**config.mk**
```make
export PLATFORM = sky130hd
export DESIGN_NAME = multicycle_control_unit
export DESIGN_NICKNAME = d
export VERILOG_FILES = /design/src/rtl/multicycle_control_unit.sv
export SDC_FILE = /design/constraint.sdc
export NUM_CORES = 1
export LEC_CHECK = 0
export BUFFER_PORTS_ARGS = -buffer_cell sky130_fd_sc_hd__buf_2
export CORE_ASPECT_RATIO = 1.25
export CORE_MARGIN = 2
export CORE_UTILIZATION = 45
export DETAILED_ROUTE_END_ITERATION = 7
export PLACE_DENSITY = 0.78
export SLEW_MARGIN = 20
export SYNTH_ARGS = -nofsm -noshare
export SYNTH_HDL_FRONTEND = slang
export SYNTH_SLANG_ARGS = --single-unit
```
**constraint.sdc**
```tcl
create_clock -name clk -period 1.8 [get_ports clk]
set_input_delay 0.18 -clock clk [delete_from_list [all_inputs] [get_ports clk]]
set_output_delay 0.18 -clock clk [all_outputs]
set_load 0.02 [all_outputs]
```
**src/rtl/multicycle_control_unit.sv**
```systemverilog
// Multicycle CPU control FSM: sequences fetch/decode/exec/mem/writeback and
// drives datapath selects. Outputs are Moore from state + latched opcode; the
// only input-dependent terms are the FETCH/MEM handshakes, the NOP retire in
// DECODE and the branch pc_write.
module multicycle_control_unit #(
    parameter int WIDTH_OPCODE = 5,
    parameter int ALU_OP_BITS  = 4
) (
    input  logic                    clk,
    input  logic                    rst_n,
    input  logic [WIDTH_OPCODE-1:0] opcode,
    input  logic                    alu_zero,
    input  logic                    mem_ready,
    output logic                    ir_write,
    output logic                    pc_write,
    output logic                    mem_req,
    output logic                    mem_we,
    output logic                    reg_write,
    output logic                    instr_done,
    output logic                    illegal_op,
    output logic                    iord,
    output logic [1:0]              wb_sel,
    output logic                    alu_src_a,
    output logic [1:0]              alu_src_b,
    output logic [1:0]              pc_src,
    output logic [ALU_OP_BITS-1:0]  alu_op,
    output logic [2:0]              state
);

    localparam logic [2:0] S_IDLE   = 3'd0;
    localparam logic [2:0] S_FETCH  = 3'd1;
    localparam logic [2:0] S_DECODE = 3'd2;
    localparam logic [2:0] S_EXEC   = 3'd3;
    localparam logic [2:0] S_MEM    = 3'd4;
    localparam logic [2:0] S_WB     = 3'd5;
    localparam logic [2:0] S_HALT   = 3'd6;

    localparam logic [WIDTH_OPCODE-1:0] OP_NOP   = WIDTH_OPCODE'(0);
    localparam logic [WIDTH_OPCODE-1:0] OP_LR    = WIDTH_OPCODE'(1);
    localparam logic [WIDTH_OPCODE-1:0] OP_SR    = WIDTH_OPCODE'(2);
    localparam logic [WIDTH_OPCODE-1:0] OP_ADD   = WIDTH_OPCODE'(3);
    localparam logic [WIDTH_OPCODE-1:0] OP_ADDI  = WIDTH_OPCODE'(4);
    localparam logic [WIDTH_OPCODE-1:0] OP_SUB   = WIDTH_OPCODE'(5);
    localparam logic [WIDTH_OPCODE-1:0] OP_MOV   = WIDTH_OPCODE'(6);
    localparam logic [WIDTH_OPCODE-1:0] OP_INCR  = WIDTH_OPCODE'(7);
    localparam logic [WIDTH_OPCODE-1:0] OP_LI    = WIDTH_OPCODE'(8);
    localparam logic [WIDTH_OPCODE-1:0] OP_BEQ   = WIDTH_OPCODE'(9);
    localparam logic [WIDTH_OPCODE-1:0] OP_BNEQ  = WIDTH_OPCODE'(10);
    localparam logic [WIDTH_OPCODE-1:0] OP_BUC   = WIDTH_OPCODE'(11);
    localparam logic [WIDTH_OPCODE-1:0] OP_AND   = WIDTH_OPCODE'(12);
    localparam logic [WIDTH_OPCODE-1:0] OP_OR    = WIDTH_OPCODE'(13);
    localparam logic [WIDTH_OPCODE-1:0] OP_NOT   = WIDTH_OPCODE'(14);
    localparam logic [WIDTH_OPCODE-1:0] OP_XOR   = WIDTH_OPCODE'(15);
    localparam logic [WIDTH_OPCODE-1:0] OP_SHIFL = WIDTH_OPCODE'(16);
    localparam logic [WIDTH_OPCODE-1:0] OP_SHIFR = WIDTH_OPCODE'(17);

    localparam logic [ALU_OP_BITS-1:0] ALU_ADD    = ALU_OP_BITS'(0);
    localparam logic [ALU_OP_BITS-1:0] ALU_SUB    = ALU_OP_BITS'(1);
    localparam logic [ALU_OP_BITS-1:0] ALU_AND    = ALU_OP_BITS'(2);
    localparam logic [ALU_OP_BITS-1:0] ALU_OR     = ALU_OP_BITS'(3);
    localparam logic [ALU_OP_BITS-1:0] ALU_XOR    = ALU_OP_BITS'(4);
    localparam logic [ALU_OP_BITS-1:0] ALU_NOT    = ALU_OP_BITS'(5);
    localparam logic [ALU_OP_BITS-1:0] ALU_SHL    = ALU_OP_BITS'(6);
    localparam logic [ALU_OP_BITS-1:0] ALU_SHR    = ALU_OP_BITS'(7);
    localparam logic [ALU_OP_BITS-1:0] ALU_PASS_B = ALU_OP_BITS'(8);

    typedef struct packed {
        logic                   ir_write;
        logic                   pc_write;
        logic                   mem_req;
        logic                   mem_we;
        logic                   reg_write;
        logic                   instr_done;
        logic                   illegal_op;
        logic                   iord;
        logic [1:0]             wb_sel;
        logic                   alu_src_a;
        logic [1:0]             alu_src_b;
        logic [1:0]             pc_src;
        logic [ALU_OP_BITS-1:0] alu_op;
    } ctrl_t;

    logic [2:0]              state_q;
    logic [2:0]              next_state;
    logic [WIDTH_OPCODE-1:0] op_q;
    ctrl_t                   ctrl;

    // Opcode is captured on the DECODE->next edge so later states see a stable copy.
    always_ff @(posedge clk or negedge rst_n) begin
        if (!rst_n) begin
            state_q <= S_IDLE;
            op_q    <= '0;
        end else begin
            state_q <= next_state;
            if (state_q == S_DECODE)
                op_q <= opcode;
        end
    end

    always_comb begin
        next_state = state_q;
        case (state_q)
            S_IDLE:   next_state = S_FETCH;
            S_FETCH:  if (mem_ready) next_state = S_DECODE;
            S_DECODE: begin
                if (opcode == OP_NOP)
                    next_state = S_FETCH;
                else if (opcode <= OP_SHIFR)
                    next_state = S_EXEC;
                else
                    next_state = S_HALT;
            end
            S_EXEC: begin
                if (op_q == OP_LR || op_q == OP_SR)
                    next_state = S_MEM;
                else if (op_q == OP_BEQ || op_q == OP_BNEQ || op_q == OP_BUC)
                    next_state = S_FETCH;
                else
                    next_state = S_WB;
            end
            S_MEM: begin
                if (mem_ready)
                    next_state = (op_q == OP_LR) ? S_WB : S_FETCH;
            end
            S_WB:     next_state = S_FETCH;
            S_HALT:   next_state = S_HALT;
            default:  next_state = S_IDLE;
        endcase
    end

    always_comb begin
        ctrl = '0;
        case (state_q)
            S_FETCH: begin
                ctrl.mem_req   = 1'b1;
                ctrl.alu_src_b = 2'd1;
                ctrl.alu_op    = ALU_ADD;
                ctrl.ir_write  = mem_ready;
                ctrl.pc_write  = mem_ready;
            end
            S_DECODE: begin
                ctrl.alu_src_b  = 2'd2;
                ctrl.alu_op     = ALU_ADD;
                ctrl.instr_done = (opcode == OP_NOP);
            end
            S_EXEC: begin
                case (op_q)
                    OP_LR, OP_SR: begin
                        ctrl.alu_src_a = 1'b1;
                        ctrl.alu_src_b = 2'd2;
                    end
                    OP_ADD, OP_MOV: ctrl.alu_src_a = 1'b1;
                    OP_SUB: begin
                        ctrl.alu_src_a = 1'b1;
                        ctrl.alu_op    = ALU_SUB;
                    end
                    OP_AND: begin
                        ctrl.alu_src_a = 1'b1;
                        ctrl.alu_op    = ALU_AND;
                    end
                    OP_OR: begin
                        ctrl.alu_src_a = 1'b1;
                        ctrl.alu_op    = ALU_OR;
                    end
                    OP_XOR: begin
                        ctrl.alu_src_a = 1'b1;
                        ctrl.alu_op    = ALU_XOR;
                    end
                    OP_NOT: begin
                        ctrl.alu_src_a = 1'b1;
                        ctrl.alu_op    = ALU_NOT;
                    end
                    OP_ADDI: begin
                        ctrl.alu_src_a = 1'b1;
                        ctrl.alu_src_b = 2'd2;
                    end
                    OP_INCR: begin
                        ctrl.alu_src_a = 1'b1;
                        ctrl.alu_src_b = 2'd1;
                    end
                    OP_LI: begin
                        ctrl.alu_src_a = 1'b1;
                        ctrl.alu_src_b = 2'd2;
                        ctrl.alu_op    = ALU_PASS_B;
                    end
                    OP_SHIFL: begin
                        ctrl.alu_src_a = 1'b1;
                        ctrl.alu_src_b = 2'd2;
                        ctrl.alu_op    = ALU_SHL;
                    end
                    OP_SHIFR: begin
                        ctrl.alu_src_a = 1'b1;
                        ctrl.alu_src_b = 2'd2;
                        ctrl.alu_op    = ALU_SHR;
                    end
                    // Branch compare happens this cycle; target already sits in ALUOut.
                    OP_BEQ, OP_BNEQ: begin
                        ctrl.alu_src_a  = 1'b1;
                        ctrl.alu_op     = ALU_SUB;
                        ctrl.pc_src     = 2'd1;
                        ctrl.pc_write   = (op_q == OP_BEQ) ? alu_zero : ~alu_zero;
                        ctrl.instr_done = 1'b1;
                    end
                    OP_BUC: begin
                        ctrl.pc_src     = 2'd2;
                        ctrl.pc_write   = 1'b1;
                        ctrl.instr_done = 1'b1;
                    end
                    default: ;
                endcase
            end
            S_MEM: begin
                ctrl.mem_req    = 1'b1;
                ctrl.iord       = 1'b1;
                ctrl.mem_we     = (op_q == OP_SR);
                ctrl.instr_done = (op_q == OP_SR) && mem_ready;
            end
            S_WB: begin
                ctrl.reg_write  = 1'b1;
                ctrl.wb_sel     = {1'b0, op_q == OP_LR};
                ctrl.instr_done = 1'b1;
            end
            S_HALT:  ctrl.illegal_op = 1'b1;
            default: ;
        endcase
    end

    assign ir_write   = ctrl.ir_write;
    assign pc_write   = ctrl.pc_write;
    assign mem_req    = ctrl.mem_req;
    assign mem_we     = ctrl.mem_we;
    assign reg_write  = ctrl.reg_write;
    assign instr_done = ctrl.instr_done;
    assign illegal_op = ctrl.illegal_op;
    assign iord       = ctrl.iord;
    assign wb_sel     = ctrl.wb_sel;
    assign alu_src_a  = ctrl.alu_src_a;
    assign alu_src_b  = ctrl.alu_src_b;
    assign pc_src     = ctrl.pc_src;
    assign alu_op     = ctrl.alu_op;
    assign state      = state_q;

endmodule

```
* Yosys cells after proc, flatten, opt, wreduce, memory -nomap -nowiden
Index checks and enable logic that the tools add are counted.
** Storage, ports and cells
- Output and inout bits :: 22
- Flip-flop bits (word level) :: 8
** Cells by class
- Bitwise operators :: 1
- Eq/ne operators :: 25
- Magnitude comparators :: 1
- Reductions and logical operators :: 14
- Mux-type cells :: 28
** Operators by type and width (count)
- equality test 5 x 4 -> 1 bit, second input constant :: 8
- case mux 4 bit (8 select lines) :: 1
- 2-to-1 mux 3 bit :: 7
- equality test 5 x 3 -> 1 bit, second input constant :: 4
- case mux 3 bit (6 select lines) :: 1
- OR reduction 16 bit :: 1
- 2-to-1 mux 1 bit :: 11
- equality test 5 x 2 -> 1 bit, second input constant :: 2
- equality test 5 bit, second input constant :: 2
- equality test 3 bit, second input constant :: 3
- case mux 2 bit (2 select lines) :: 2
- equality test 3 x 2 -> 1 bit, second input constant :: 2
- case mux 2 bit (3 select lines) :: 1
- OR reduction 2 bit :: 3
- OR reduction 3 bit :: 2
- OR reduction 6 bit :: 1
- equality test 5 x 1 -> 1 bit, second input constant :: 1
- less-or-equal comparator 5 bit, second input constant :: 1
- zero test 5 bit :: 1
- 2-to-1 mux 4 bit :: 1
- inequality test 2 bit, second input constant :: 2
- case mux 1 bit (2 select lines) :: 2
- case mux 1 bit (4 select lines) :: 1
- equality test 3 x 1 -> 1 bit, second input constant :: 1
- 6 further kinds :: 8

* Depth between registers and ports, before layout
Gate-level depths: netlist of the first run.
- Depth after elaboration :: 6
- Mapped depth :: 5

* Worst setup path before layout of the first run
Ideal clock, no wire load.
- Path type :: flip-flop to output port
- From :: register op_q[3]
- To :: output instr_done
- Stages on the path, launching flop included :: 6
- Buffers on the path :: 1
- Arrival :: 1.609 ns
- Slack :: 0.011 ns
- Cells stage by stage :: dfrtp_1 buf_6 or4b_4 nor4_4 nand2_1 o211ai_1
** On the way
- Cells in the longest elaborated chain, start to end :: 4
- Elaborated cells on any way between the ends :: 8
- Those cells by class :: 4 x eq/ne; 2 x mux; 2 x reduce/logical
** RTL lines
- from (decl) :: line 85 : logic [WIDTH_OPCODE-1:0] op_q;
- from (signal assigned) :: line 96 : op_q <= opcode;
- equality test 5 x 4 -> 1 bit :: line 147 : case (op_q)
- OR reduction 3 bit (no source line)
- 2-to-1 mux 1 bit :: line 147
- case mux 1 bit (4 select lines) (*) :: line 133 : case (state_q)
- to (decl) :: line 19 : output logic instr_done,
Mark *: on every way between the ends. The rest lies on a longest branch, timed or not.

* Final worst setup path of the first run
- From :: register op_q[4]
- To :: output instr_done
The elaborated chain is that of the path after synthesis.

==> impl_metrics.ini, run 1 <==
[run_status]
run_status = complete, but fails checks
violations = negative setup slack

[power]
power_density_mw_per_mm2 = 1858
peakVddDrop_v = 0.0009912
p_switching_mw = 0.9539
p_total_mw = 1.911
p_seq_share_pct = 19.7
internal-power_mw = 0.9572
switching_share_pct = 49.91
p_clk_share_pct = 6.8
cellLeakagePower_nw = 0.4858
p_comb_share_pct = 73.6

[worst_setup_path]
startpoint_type = flip-flop
cp.required_ps = 1620
end_kind = output pin
reg2reg_setup_slack_ps = 290
rr_worst_depth = 3
critPathKind = reg -> out
r2r-start = state[0]
r2r-end = op_q[4]
cp_max_fo = 2
cp_data_arrival_time_ps = 1710

[routing]
drt_iter0_drc = 23
avgRoutedWirePerCell_um = 13.68
detail-route-antenna-nets = 0
vias = 847
routed_wl_um = 2066
first_pass_iters = 4
viasPerCell = 5.609
post-route-drc-count = 0

[sta]
period_share_pct = 104.8
fin_ws_ps = -86.50
final_hold_viol_count = 0
fin_skew_ps = 2.144
clock.fmax_ghz = 0.5301
layout_min_cycle_time_ps = 1887
drv_slew = 0
rsz0062_at_grt = true
setup_viol = 2

[synth]
yosysMostFrequentCell = nor2_1
synth_edf_count = 0
yosysWarnings = 0
synth_area_um2 = 744.5
avgSynthCellArea_um2 = 7.836
synth_seq_cells = 8
ys_types = 36
syn-num-nets = 104
synth_ff_type = dfrtp_1
synth_top_area_share_pct = 26.89
async_flop_share_pct = 100.0
synth.area.top_cells = dfrtp_1, mux2_2, nor2_1
syn_inst = 95
yosysTopAreaCell = dfrtp_1
synth_commonest_cells = nor2_1, nand2_1, a21oi_1, dfrtp_1, o21ai_0
seq_area_frac_synth_pct = 26.89

[grt]
antenna_found_initial = 0
grt_pass1_vias = 804
grt_overflow = 0
grt_pass1_wl_um = 3470
grt_usage_pct = 24.46
grt_max_degree = 16

[min_path]
min_from = opcode[2]
hp-class = in -> reg
min_path_cells = 3
min_to = op_q[2]

[floorplanning]
die_y_um = 49.48
rows = 16
pin_count = 31
core_region_area_mm2 = 0.001562
die_area_mm2 = 0.001998
start_util_pct = 47.68
chipWidth_um = 40.38

[clocking]
clk-insertion-delay-late_ps = 240
clk_pin_slew_ps = 50
cts_tree = built
cts_root_buf = clkbuf_4
clock_path_buffers = 2
numCtsBuffers = 3
cts.sinks = 8
htree_levels = 1

[finish]
synthToLayoutAreaGrowth_pct = 38.15
antenna_cells = 0
final_area_mm2 = 0.001028
layout-drive-gt1-share_pct = 48.12
nets = 144
stdcell_count = 151

[place]
dp_slack_ps = 130.7
dp_hpwl_um = 1529
gp_congestion = 0.8679
port_buffers = 29
postPlaceCellArea_um2 = 923.4
numPlacedInstances = 143

[flow_run]
maxCapViolations = 0
==> worst max path at each step <==
stage / slack, ps / to / from / depth (start not counted)
finish: -90 / instr_done / op_q[4] / 5
global route: -170 / instr_done / op_q[4] / 5
CTS: -100 / instr_done / op_q[4] / 5
detailed placement: 130 / instr_done / op_q[3] / 5
global placement: 180 / instr_done / op_q[3] / 5
floorplan: 10 / instr_done / op_q[3] / 5
==> sequential cells by signal, summed over array words and instances, names as in the netlist <==
| register | cells |
|---|---|
| op_q | 5 |
| state | 3 |
==> metal layers <==
layer	vias to the layer above	share of wire [%]	global-route usage, %
met5	-	0	0
met4	0	2.0	13.33
met3	4	6.9	4.054
met2	37	53	37.04
met1	390	38	31.59
li1	416	-	-
==> cell type report <==
cell class / instances / area, µm²
Clock buffer: 3 / 22.52
Fill cell: 132 / 533.0
Inverter: 3 / 11.26
Multi-Input combinational cell: 77 / 511.7
Sequential cell: 8 / 203.9
Tap cell: 18 / 22.52
Timing Repair Buffer: 42 / 256.5
==> stage by stage <==
| step | hold slack [ps] | util, % | TNS (ps) |
|---|---|---|---|
| 3_5_place_dp | 29.40 | 59.13 | 0 |
| 5_1_grt | 187.1 | 65.87 | -339.1 |
| 3_3_place_gp | 24.58 | 59.13 | 0 |
| 6_report | 171.6 | 65.87 | -127.2 |
| 2_1_floorplan | -115.6 | - | 0 |
| 4_1_cts | 169.2 | 63.06 | -201.8 |
==> worst max-delay path, cell delays in order (launching register included) <==
cell and delay (ps):
dfrtp_1 390, or4b_4 550, nor4_4 160, nand2_1 90, o211ai_1 100, buf_4 170
==> layout by cell type (no fill, tap or decap), drive strengths merged <==
| cell | netlist | routed |
|---|---|---|
| nand4 | 1 | 1 |
| nand3 | 3 | 3 |
| and3 | 2 | 2 |
| nor2b | 1 | 1 |
| nor3b | 2 | 2 |
| nor3 | 4 | 4 |
| inv | 3 | 3 |
| a21oi | 8 | 8 |
| nand2 | 9 | 9 |
| clkbuf | 3 | 3 |
| xnor2 | 2 | 2 |
| dfrtp | 8 | 8 |
| buf | 4 | 41 |
| mux2i | 1 | 1 |
| mux2 | 5 | 5 |
| nor4 | 2 | 2 |
| or4 | 1 | 1 |
| nand3b | 2 | 2 |
| a311oi | 1 | 1 |
| nand2b | 3 | 3 |
| nor2 | 11 | 11 |
| o21ai | 7 | 7 |
| or2 | 3 | 3 |
| a21o | 1 | 1 |
| or4b | 1 | 1 |
| or3 | 1 | 1 |
| dlygate4sd3 | 0 | 1 |
| conb | 1 | 1 |
| a31o | 1 | 1 |
| nand4b | 1 | 1 |
| o211ai | 2 | 2 |
| a221o | 1 | 1 |
==> cell families after synthesis <==
kind of cell	count (synthesis)	share of synthesized area, %
compound gates	21	16.81
xor+xnor	2	2.353
mux	6	8.907
flops	8	26.89
other cells	1	0.5037
buf+inv	10	8.066
simple gates	47	36.47
==> timing repair <==
action	4_1_cts	5_1_grt
pin swaps	1	1
hold buffers	1	0
endpoints found under the setup margin	4	8
endpoints found under the hold margin	8	0
resized for setup	3	11
setup buffers	3	1
==> power by group through the flow <==
stage	combinational (mW)	clock (mW)	sequential, mW
floorplan	0.876	0	0.399
global placement	1.22	0	0.366
detailed placement	1.25	0	0.372
CTS	1.33	0.138	0.358
global route	1.54	0.143	0.394
finish	1.41	0.129	0.376
Power figures use the tool's default switching activity.
==> inputs of run 2 (changes only) <==
- TNS_END_PERCENT: not set -> 10
- clock period: 1.8 -> 2.4 ns (I/O delays scaled with it)
==> impl_metrics.ini, run 2 (synthesis gave the netlist of run 1 again) <==
[worst_setup_path]
critPathKind = reg -> out
rr_worst_depth = 4
reg2reg_setup_slack_ps = 810
cp_max_fo = 16
end_kind = output pin
r2r-start = op_q[3]
cp.required_ps = 2160
cp_data_arrival_time_ps = 1910
r2r-end = state[0]
startpoint_type = flip-flop

[grt]
grt_max_degree = 17
grt_pass1_vias = 670
grt_usage_pct = 19.86
grt_pass1_wl_um = 2856
grt_overflow = 0
antenna_found_initial = 0

[sta]
setup_tns_ps = 0
period_share_pct = 89.48
clock.fmax_ghz = 0.4657
fin_ws_ps = 252.5
rsz0062_at_grt = false
setup_viol = 0
final_hold_viol_count = 0
hold_slack_ps = 226.8
layout_min_cycle_time_ps = 2147
fin_skew_ps = 3.779
drv_slew = 0

[routing]
drt_iter0_drc = 36
post-route-drc-count = 0
detail-route-antenna-nets = 0
vias = 802
first_pass_iters = 4
avgRoutedWirePerCell_um = 12.64
viasPerCell = 5.729
routed_wl_um = 1770

[place]
postPlaceCellArea_um2 = 870.8
gp_congestion = 0.8390
dp_slack_ps = 516.5
port_buffers = 29
dp_hpwl_um = 1386
numPlacedInstances = 136

[floorplanning]
die_y_um = 49.48
die_area_mm2 = 0.001998
pin_count = 31
start_util_pct = 47.68
core_region_area_mm2 = 0.001562
rows = 16
chipWidth_um = 40.38

[run_status]
run_status = completed

[clocking]
hold_buffers = 1
cts_setup_buffers = 0
htree_levels = 1
clk_pin_slew_ps = 50
cts_root_buf = clkbuf_4
cts.sinks = 8
clk-insertion-delay-late_ps = 240
clock_path_buffers = 2
cts_resized = 0
numCtsBuffers = 3
cts_tree = built

[min_path]
min_to = op_q[2]
hp-class = in -> reg
min_from = opcode[2]
min_path_cells = 3

[flow_run]
maxCapViolations = 0

[finish]
antenna_cells = 0
stdcell_count = 140
nFillCells = 152
layout-drive-gt1-share_pct = 36.89
final_common_cell = buf_2
final_area_um2 = 903.4
nets = 133
synthToLayoutAreaGrowth_pct = 21.34
final_cell_mix = buf_2, nor2_1, nand2_1
post-route-util_pct = 57.85
largest_reg_flops = 5
largest_register = op_q

[power]
p_total_mw = 1.218
peakVddDrop_v = 0.0005509
p_comb_share_pct = 60.9
switching_share_pct = 52.70
p_switching_mw = 0.6420
cellLeakagePower_nw = 0.4253
p_seq_share_pct = 31.2
internal-power_mw = 0.5763
power_density_mw_per_mm2 = 1349
p_clk_share_pct = 7.8
run 2: cell types whose count changed in the layout (fill, tap and decap cells not counted), moves of 3 or more:
| cell | before | now |
|---|---|---|
| buf_4 | 14 | 1 |
| buf_2 | 26 | 29 |
| dfrtp_1 | 5 | 8 |
| dfrtp_2 | 3 | 0 |
run 2: metal layers:
metal | GRT usage [%] | part of all wire (%) | vias up
met5 | 0 | 0 | -
met4 | 6.667 | 0.68 | 0
met3 | 4.054 | 4.1 | 2
met2 | 31.22 | 52 | 23
met1 | 26.09 | 43 | 384
li1 | - | - | 393
run 2: layout make-up:
type / instances / area, µm² / share of cell area [%]
well taps: 18 / 22.52 / 2.493
flip-flops and latches: 8 / 200.2 / 22.16
multi-input cells: 77 / 484.2 / 53.60
repair buffers: 31 / 162.7 / 18.01
inverters: 3 / 11.26 / 1.247
clock buffers: 3 / 22.52 / 2.493
run 2: worst max-delay path by stage:
stage                       start    endpoint  slack, ps  cells after the start
final                     op_q[0]  instr_done        250                      5
after global routing      op_q[0]  instr_done        140                      5
after CTS                 op_q[0]  instr_done        240                      5
after detailed placement  op_q[0]  instr_done        520                      5
after global placement    op_q[0]  instr_done        580                      5
after floorplan           op_q[3]  instr_done        550                      5
run 2: power by group through the flow:
| stage | combinational, mW | clock [mW] | sequential [mW] |
|---|---|---|---|
| after floorplan | 0.657 | 0 | 0.299 |
| after global placement | 0.728 | 0 | 0.374 |
| after detailed placement | 0.737 | 0 | 0.379 |
| after CTS | 0.741 | 0.101 | 0.377 |
| after global routing | 0.816 | 0.111 | 0.405 |
| final | 0.742 | 0.0954 | 0.381 |
run 2: critical path, stage by stage, from the launching register on:
cell	delay, ps
dfrtp_1	540
or4b_4	590
nor4_4	160
nand2_1	80
o211ai_1	90
buf_2	190
